===== src/rtl/sm_pkg.sv =====
// sm_pkg: shared readout state, report header layout and header builder for the surveillance statistics stages
package sm_pkg;
  typedef enum logic [1:0] {IDLE, HDR, DATA, ERR} rd_state_e;
  localparam int SEQ_LSB = 16;
  localparam int MISSED_BIT = 15;
  localparam int NTILES_LSB = 0;
  function automatic logic [31:0] hdr_word(input logic [15:0] seq, input logic missed, input logic [7:0] ntiles);
    hdr_word = '0;
    hdr_word[SEQ_LSB+:16] = seq;
    hdr_word[MISSED_BIT] = missed;
    hdr_word[NTILES_LSB+:8] = ntiles;
  endfunction
endpackage


===== src/rtl/sm_be_dest_stats_if.sv =====
// sm_be_dest_stats_if: BE destination input (be_valid/be_dest) and report stream (out_data/out_valid/out_ready/out_last); slave is the stats stage, master its environment
interface sm_be_dest_stats_if #(parameter int NUM_TILES = 9);
  localparam int TILE_WIDTH = NUM_TILES > 1 ? $clog2(NUM_TILES) : 1;
  logic be_valid;
  logic [TILE_WIDTH-1:0] be_dest;
  logic [31:0] out_data;
  logic out_valid;
  logic out_ready;
  logic out_last;
  modport master(output be_valid, be_dest, out_ready, input out_data, out_valid, out_last);
  modport slave(input be_valid, be_dest, out_ready, output out_data, out_valid, out_last);
endinterface


===== src/rtl/sm_window_timer.sv =====
// sm_window_timer: free-running modulo-WINDOW_CYCLES counter; ports clk, rst, tc_o (high in the last cycle of each window)
module sm_window_timer #(
  parameter int WINDOW_CYCLES = 100000
) (
  input  logic clk,
  input  logic rst,
  output logic tc_o
);
  localparam int W = WINDOW_CYCLES > 1 ? $clog2(WINDOW_CYCLES) : 1;
  localparam logic [W-1:0] LAST = W'(WINDOW_CYCLES - 1);
  logic [W-1:0] cnt_q;
  assign tc_o = cnt_q == LAST;
  always_ff @(posedge clk)
    if (rst) cnt_q <= '0;
    else cnt_q <= tc_o ? '0 : cnt_q + 1'b1;
endmodule


===== src/rtl/sm_be_dest_stats.sv =====
// sm_be_dest_stats: per-destination BE packet counters over fixed windows, snapshot streamed as header/tile words/invalid-dest word on bus (clk, rst, bus.slave); SM_BE_STATS_SATURATE_EN makes counters saturate instead of wrap
module sm_be_dest_stats
  import sm_pkg::*;
#(
  parameter int NUM_TILES     = 9,
  parameter int CNT_WIDTH     = 16,
  parameter int WINDOW_CYCLES = 100000
) (
  input logic clk,
  input logic rst,
  sm_be_dest_stats_if.slave bus
);
  localparam int TILE_WIDTH = NUM_TILES > 1 ? $clog2(NUM_TILES) : 1;
  localparam logic [TILE_WIDTH:0] NT = (TILE_WIDTH + 1)'(NUM_TILES);
  typedef logic [CNT_WIDTH-1:0] cnt_t;
  function automatic cnt_t inc(input cnt_t c);
`ifdef SM_BE_STATS_SATURATE_EN
    return &c ? c : c + 1'b1;
`else
    return c + 1'b1;
`endif
  endfunction
  logic tc, snap, acc, hit_tile;
  cnt_t cnt_q [NUM_TILES];
  cnt_t cnt_d [NUM_TILES];
  cnt_t sh_q [NUM_TILES];
  cnt_t inv_q, inv_d, sh_inv_q;
  logic [15:0] seq_q;
  logic missed_q;
  rd_state_e state_q;
  logic [TILE_WIDTH-1:0] idx_q;
  logic [31:0] data_q;
  logic valid_q, last_q;
  sm_window_timer #(.WINDOW_CYCLES(WINDOW_CYCLES)) u_timer (.clk(clk), .rst(rst), .tc_o(tc));
  assign hit_tile = {1'b0, bus.be_dest} < NT;
  assign snap = tc && state_q == IDLE;
  assign acc = valid_q && bus.out_ready;
  assign bus.out_data = data_q;
  assign bus.out_valid = valid_q;
  assign bus.out_last = last_q;
  always_comb begin
    for (int i = 0; i < NUM_TILES; i++)
      cnt_d[i] = (bus.be_valid && hit_tile && bus.be_dest == TILE_WIDTH'(i)) ? inc(tc ? '0 : cnt_q[i]) : (tc ? '0 : cnt_q[i]);
    inv_d = (bus.be_valid && !hit_tile) ? inc(tc ? '0 : inv_q) : (tc ? '0 : inv_q);
  end
  always_ff @(posedge clk) begin
    if (rst) begin
      cnt_q <= '{default: '0};
      sh_q <= '{default: '0};
      inv_q <= '0;
      sh_inv_q <= '0;
      seq_q <= '0;
      missed_q <= 1'b0;
      state_q <= IDLE;
      idx_q <= '0;
      data_q <= '0;
      valid_q <= 1'b0;
      last_q <= 1'b0;
    end else begin
      cnt_q <= cnt_d;
      inv_q <= inv_d;
      if (snap) begin
        sh_q <= cnt_q;
        sh_inv_q <= inv_q;
        seq_q <= seq_q + 1'b1;
        missed_q <= 1'b0;
      end else if (tc) missed_q <= 1'b1;
      case (state_q)
        IDLE: if (snap) begin
          state_q <= HDR;
          valid_q <= 1'b1;
          data_q <= hdr_word(seq_q, missed_q, 8'(NUM_TILES));
        end
        HDR: if (acc) begin
          state_q <= DATA;
          idx_q <= '0;
          data_q <= 32'(sh_q[0]);
        end
        DATA: if (acc) begin
          if (idx_q == TILE_WIDTH'(NUM_TILES - 1)) begin
            state_q <= ERR;
            data_q <= 32'(sh_inv_q);
            last_q <= 1'b1;
          end else begin
            idx_q <= idx_q + 1'b1;
            data_q <= 32'(sh_q[idx_q + 1'b1]);
          end
        end
        default: if (acc) begin
          state_q <= IDLE;
          valid_q <= 1'b0;
          last_q <= 1'b0;
          data_q <= '0;
        end
      endcase
    end
  end
endmodule


===== src/flat_wrapper.sv =====
// flat-port wrapper written by rule: the top's interface ports become plain ports
module sm_be_dest_stats_flat import sm_pkg::*;
#(
  parameter int NUM_TILES     = 9,
  parameter int CNT_WIDTH     = 16,
  parameter int WINDOW_CYCLES = 100000
)
  (clk, rst, bus_be_valid, bus_be_dest, bus_out_ready, bus_out_data, bus_out_valid, bus_out_last);
  sm_be_dest_stats_if #(.NUM_TILES(NUM_TILES)) bus_i ();
  input logic clk;
  input logic rst;
  input wire logic [$bits(bus_i.be_valid)-1:0] bus_be_valid;
  input wire logic [$bits(bus_i.be_dest)-1:0] bus_be_dest;
  input wire logic [$bits(bus_i.out_ready)-1:0] bus_out_ready;
  output wire logic [$bits(bus_i.out_data)-1:0] bus_out_data;
  output wire logic [$bits(bus_i.out_valid)-1:0] bus_out_valid;
  output wire logic [$bits(bus_i.out_last)-1:0] bus_out_last;
  assign bus_i.be_valid = bus_be_valid;
  assign bus_i.be_dest = bus_be_dest;
  assign bus_i.out_ready = bus_out_ready;
  assign bus_out_data = bus_i.out_data;
  assign bus_out_valid = bus_i.out_valid;
  assign bus_out_last = bus_i.out_last;
  sm_be_dest_stats #(.NUM_TILES(NUM_TILES), .CNT_WIDTH(CNT_WIDTH), .WINDOW_CYCLES(WINDOW_CYCLES)) u_core (.clk(clk), .rst(rst), .bus(bus_i));
endmodule

===== config.mk =====
export PLATFORM = sky130hd
export DESIGN_NAME = sm_be_dest_stats_flat
export DESIGN_NICKNAME = d
export VERILOG_FILES = /design/src/rtl/sm_pkg.sv /design/src/rtl/sm_be_dest_stats_if.sv /design/src/rtl/sm_window_timer.sv /design/src/rtl/sm_be_dest_stats.sv /design/src/flat_wrapper.sv
export SDC_FILE = /design/constraint.sdc
export NUM_CORES = 1
export LEC_CHECK = 0
export CAP_MARGIN = 30
export CORE_MARGIN = 10
export CORE_UTILIZATION = 25
export CTS_CLUSTER_SIZE = 24
export DETAILED_ROUTE_END_ITERATION = 16
export GPL_ROUTABILITY_DRIVEN = 1
export MAX_ROUTING_LAYER = met4
export SYNTH_ARGS = -nofsm -noshare
export SYNTH_HDL_FRONTEND = slang
export SYNTH_SLANG_ARGS = --single-unit

===== constraint.sdc =====
create_clock -name clk -period 3.9 [get_ports clk]
set_input_delay 0.78 -clock clk [delete_from_list [all_inputs] [get_ports clk]]
set_output_delay 0.78 -clock clk [all_outputs]
set_load 0.005 [all_outputs]

* Yosys cells after proc, flatten, opt, wreduce, memory -nomap -nowiden
Cells that the tools add are included.
** Word-level totals
- Input bits :: 8
- Bits in registers :: 394
- Logic and storage cells :: 135
- Output and inout bits :: 34
** Cells by class
- Multiplexer cells :: 45
- Reductions and logical operators :: 27
- Bitwise gates (word level) :: 3
- Magnitude comparators :: 2
- Eq/ne operators :: 17
- $add $sub $neg :: 13
** Operators with widths (number)
- 16-bit 2-to-1 mux :: 23
- 16-bit by 1-bit adder with 16-bit output (second input constant) :: 11
- 32-bit 2-to-1 mux :: 4
- 32-bit case mux with 3 select lines :: 1
- 16-bit binary-select mux with 4-bit select :: 1
- 17-bit by 1-bit adder with 17-bit output (second input constant) :: 1
- 17-bit == test (second input constant) :: 1
- 4-bit by 3-bit == test with 1-bit output (second input constant) :: 4
- 1-bit logical AND :: 13
- 4-bit 2-to-1 mux :: 3
- 2-bit 2-to-1 mux :: 5
- 4-bit by 2-bit == test with 1-bit output (second input constant) :: 2
- 4-bit == test (second input constant) :: 2
- 2-bit by 1-bit != test with 1-bit output (second input constant) :: 4
- 4-bit case mux with 2 select lines :: 1
- 4-bit AND reduction :: 2
- 2-bit OR reduction :: 4
- 2-bit case mux with 3 select lines :: 1
- 3-bit AND reduction :: 2
- 5-bit >= comparator (second input constant) :: 1
- 4-bit inverter with 5-bit output :: 1
- 5-bit AND reduction :: 1
- 4-bit by 1-bit adder with 4-bit output (second input constant) :: 1
- 4-bit by 1-bit == test with 1-bit output (second input constant) :: 1
- other kinds (11) :: 17

* Longest topological paths before layout
- Word-level depth :: 8
- Gate-level depth with buffers :: 13
- Mapped depth without buffers :: 9

* By module
From an unflattened synthesis, not the netlist that was laid out.
** Unflattened totals
- Cell total of the unflattened synthesis :: 2110
- Area, all modules :: 17455.5 µm²
** By module, submodules not included
- sm_be_dest_stats :: cells an instance 2024, instances 1, sequential area each 7547.2 µm², area each 16693.5 µm²
- sm_window_timer :: cells an instance 86, instances 1, sequential area each 340.3 µm², area each 762.0 µm²

* Worst setup path after synthesis
OpenSTA, ideal clock, no wires.
- Path kind :: reg2reg
- From :: reg u_core.idx_q[0]
- To :: reg u_core.data_q[15] (netlist: u_core.bus.out_data[15])
- Library setup time :: 0.118 ns
- Data arrival time :: 3.006 ns
- Buffers on the path :: 6
- Stages on the path, launching flop included :: 13
- Slack :: 0.776 ns
- Clock period less this slack :: 3.124 ns
- Required time :: 3.782 ns
- Cell sequence :: dfxtp_1 > clkbuf_1 > inv_1 > clkbuf_1 > clkbuf_1 > ha_1 > clkbuf_1 > buf_2 > buf_1 > mux2i_1 > a22oi_1 > a31oi_1 > o21ai_2
** On the way
- Cells in the longest elaborated chain, start to end :: 8
- Elaborated cells on any way between the ends :: 9
- Those cells by class :: 1 x add/sub; 1 x eq/ne; 6 x mux; 1 x bitwise
** RTL lines
- start, declared :: line sm_be_dest_stats.sv:31 : logic [TILE_WIDTH-1:0] idx_q;
- start signal, assigned :: line sm_be_dest_stats.sv:85 : idx_q <= idx_q + 1'b1;
- 4-bit by 1-bit adder with 4-bit output :: line sm_be_dest_stats.sv:86 : data_q <= 32'(sh_q[idx_q + 1'b1]);
- 4-bit inverter with 5-bit output (not written as such) :: line sm_be_dest_stats.sv:86
- 16-bit binary-select mux with 4-bit select :: line sm_be_dest_stats.sv:86
- 16-bit 2-to-1 mux (not written as such) (2 in a row) :: line sm_be_dest_stats.sv:86
- 16-bit 2-to-1 mux (*) :: line sm_be_dest_stats.sv:80 : if (idx_q == TILE_WIDTH'(NUM_TILES - 1)) begin
- 32-bit 2-to-1 mux (*) :: line sm_be_dest_stats.sv:79 : DATA: if (acc) begin
- 32-bit case mux with 3 select lines (*) :: line sm_be_dest_stats.sv:68 : case (state_q)
- end signal, assigned :: line sm_be_dest_stats.sv:72 : data_q <= hdr_word(seq_q, missed_q, 8'(NUM_TILES));
- end signal, assigned :: line sm_be_dest_stats.sv:82 : data_q <= 32'(sh_inv_q);
- end signal, assigned :: line sm_be_dest_stats.sv:86
- end, declared :: line sm_be_dest_stats.sv:32 : logic [31:0] data_q;
Mark *: on every way between the ends. The rest lies on a longest branch, timed or not. The select of a mux whose other input is x is not followed.
A chain may end at the register's enable or synchronous reset.

* Worst setup path after layout
- From :: reg u_core.u_timer.cnt_q[0]
- To :: reg u_core.data_q[5] (netlist: u_core.bus.out_data[5])
** On the way
- Cells in the longest elaborated chain, start to end :: 4
** RTL lines
- start, declared :: line sm_window_timer.sv:11 : logic [W-1:0] cnt_q;
- start signal, assigned :: line sm_window_timer.sv:15 : else cnt_q <= tc_o ? '0 : cnt_q + 1'b1;
- 17-bit == test :: line sm_window_timer.sv:12 : assign tc_o = cnt_q == LAST;
- 1-bit logical AND :: line sm_be_dest_stats.sv:36 : assign snap = tc && state_q == IDLE;
- 2-bit by 1-bit != test with 1-bit output (no source line)
- 4-bit AND reduction (no source line)
- end signal, assigned :: line sm_be_dest_stats.sv:72
- end signal, assigned :: line sm_be_dest_stats.sv:77 : data_q <= 32'(sh_q[0]);
- end signal, assigned :: line sm_be_dest_stats.sv:82
Every way passes these cells.

==> reports/qor.csv <==
stage,metric,value,unit
floorplan,core-area,68500,um^2
run_status,status,finished clean,
hold_path,worstHoldPathType,flop to flop,
global_route,grt_pass1_wl,73000,um
synth,seq_area_frac_synth,45.7,%
route,wl,46000,um
timing,setup_viol,0,
clocking,cts_tree,built,
finish,diodes,0,
setup_path,critPathKind,flop to flop,
finish,stdcell_count,3024,
timing,rsz0062_at_grt,no,
finish,area_delta_synth_final,15.9,%
timing,slew_violations,0,
setup_path,critPathLaunchType,flop,
clocking,post-cts-setup-buffers,0,
route,drc,0,
setup_path,required,4.41,ns
timing,tightest_slew,1.07,ns
pwr,p_per_area,424,nW/um^2
clocking,clk_pin_slew,0.06,ns
global_route,grt_pass1_vias,13000,
global_route,grt_overflow_total,0,
timing,timing.final.crit_share,78.3,%
setup_path,crit_fanout,43,
finish,nets,2133,
synth,syn_area,17300,um^2
clocking,root_buffer,clkbuf_16,
setup_path,end_kind,flop,
finish,layout_commonest_cell,nand2_1,
finish,fill_cells,7359,
synth,syn_inst,2125,
clocking,cts_buffer_depth,3,
timing,clock_skew,0.0300,ns
synth,yosysTopAreaCell,dfxtp_1,
pwr,peakVddDrop,293,uV
synth,synth_edf_count,0,
job,cap_violations,0,
setup_path,r2r_cells,6,
placed_design,port_buffers,41,
route,vias,14300,
timing,hold_viol,0,
setup_path,crit_arrival,3.56,ns
pwr,p_leak,6.07,nW
placed_design,dp.cells,2943,
finish,finish.utilization,29.2,%
synth,yosysWarnings,0,
route,wl_per_cell,15.2,um
finish,drive_above_1_share,5.65,%
clocking,cts_sinks,394,
route,drtPass1Iterations,9,
synth,synth_ff_type,dfxtp_1,
global_route,grt_max_degree,219,
floorplan,rows,96,
timing,fmax,327,MHz
synth,synth_top_cell_area_share,45.7,%
route,ant_nets,0,
floorplan,fp.dieW,283,um
placed_design,place_area,18600,um^2
route,drt_iter0_drc,1048,
timing,fin_ws,0.846,ns
finish,layout.area.seq,7890,um^2
placed_design,place.gp.congestion,0.817,
placed_design,place_ws,0.787,ns
placed_design,dp_hpwl,30700,um
floorplan,dieHeight,283,um
finish,final_area,20000,um^2
clocking,insertion_delay,0.59,ns
synth,synth.distinct_cells,56,
clocking,cts_resized,0,
synth,postSynthAreaPerCell,8.12,um^2
route,routed_via_density,4.73,
finish,multi_input_area,8760,um^2
floorplan,die-area,79900,um^2
finish,layout_common_cells,"421 x nand2_1, 394 x dfxtp_1, 235 x a21oi_1, 161 x nor2_1, 146 x nand3_1",
synth,synthTopCellsByArea,"dfxtp_1 46%, nand2_1 9.2%, a21oi_1 6.8%, xnor2_1 4.7%, nand3_1 4.2%",
clocking,ctsHoldBuffers,0,
clocking,numCtsBuffers,44,
synth,synth_fp_nets,2151,
synth,ys_seq_elements,394,
timing,fin_tns_setup,0,ns
hold_path,hold_depth,1,
synth,ys_async_sr_fraction,0,%
clocking,htree_levels,2,
global_route,grt_usage,11.6,%
floorplan,initial_utilization,25.2,%
floorplan,io_pins,42,
timing,relSlewSlack,28.4,%
global_route,antenna_found_initial,0,
timing,fin_crit,3.05,ns
[metrics by stage]
stage	power [mW]	hold slack (ns)
6_report	8.47	0.448
5_1_grt	8.76	0.462
3_5_place_dp	4.46	0.433
4_1_cts	8.58	0.450
3_3_place_gp	4.46	0.425
2_1_floorplan	4.34	0.413
[report_power, final]
part	switching [mW]	leakage, nW	internal [mW]
sequential	0.0125	3.17	4.04
combinational	0.242	2.20	0.0784
clock	1.72	0.701	2.38
[routing by layer]
metal | GRT usage [%] | part of all wire (%) | vias to the layer above
li1 | - | - | 7267
met1 | 15.5 | 48 | 6710
met2 | 17.5 | 44 | 261
met3 | 1.90 | 4.5 | 80
met4 | 3.91 | 3.1 | 0
met5 | - | 0 | -
[path summary, 6_finish.rpt]
path | start | slack (ns) | to
setup reg to reg | u_core.u_timer.cnt_q[0] | 0.85 | u_core.bus.out_data[5]
hold / removal | u_core.u_timer.cnt_q[0] | 0.45 | u_core.u_timer.cnt_q[0]
setup / recovery | u_core.u_timer.cnt_q[0] | 0.85 | u_core.bus.out_data[5]
hold reg to reg | u_core.u_timer.cnt_q[0] | 0.45 | u_core.u_timer.cnt_q[0]
[state kept, by name, summed over array words and instances, names as in the netlist]
| signal | count |
|---|---|
| u_core.bus.out_data | 32 |
| u_core.bus.out_last | 1 |
| u_core.bus.out_valid | 1 |
| u_core.cnt_q | 144 |
| u_core.idx_q | 4 |
| u_core.inv_q | 16 |
| u_core.missed_q | 1 |
| u_core.seq_q | 16 |
| u_core.sh_inv_q | 16 |
| u_core.sh_q | 144 |
| u_core.state_q | 2 |
| u_core.u_timer.cnt_q | 17 |
[cell type report]
class	count	area share (%)
clock buffers	63	6.26
clock inverters	18	0.926
inverters	37	0.694
multi-input cells	1566	43.8
flip-flops and latches	394	39.4
well taps	882	5.52
repair buffers	64	3.36
[worst max-delay path, stage by stage (launching register included)]
cell and delay [ns]:
dfxtp_1 0.35, ha_1 0.29, nand4_1 0.22, or4_4 0.85
a21o_1 0.28, or3_1 0.68, o21ai_0 0.29
[cell usage after synthesis (3+ instances only)]
master,n
and2_1,27
o21ai_0,49
nand2b_1,4
a221o_1,3
mux2i_1,64
nand2_1,423
a21o_1,4
clkbuf_1,101
ha_1,18
buf_2,19
nor2b_1,5
nand3_1,146
o21ai_2,10
nor2_1,161
a22oi_1,7
dfxtp_1,394
nand3b_1,4
nor3_1,49
a222oi_1,13
nor4_1,20
nor3b_1,3
a21oi_1,235
and4_1,27
nand4_1,45
a21boi_0,14
and3_1,16
or3_1,44
xor2_1,47
and3b_1,3
a31oi_1,3
buf_1,6
xnor2_1,93
or2_2,3
inv_1,36
[cell families (layout without fill, tap and decap cells)]
| group | after synthesis | count (layout) | synth area share (%) |
|---|---|---|---|
| AOI/OAI and AO/OA | 350 | 350 | 11.4 |
| xor gates and xnor gates | 140 | 140 | 7.11 |
| adders and majority gates | 18 | 18 | 1.31 |
| buffers and inverters | 165 | 182 | 3.81 |
| DFF | 394 | 394 | 45.7 |
| muxes | 65 | 65 | 3.78 |
| and+or+nand+nor | 993 | 993 | 26.9 |
No activity file was read; power rests on OpenSTA's default activity.
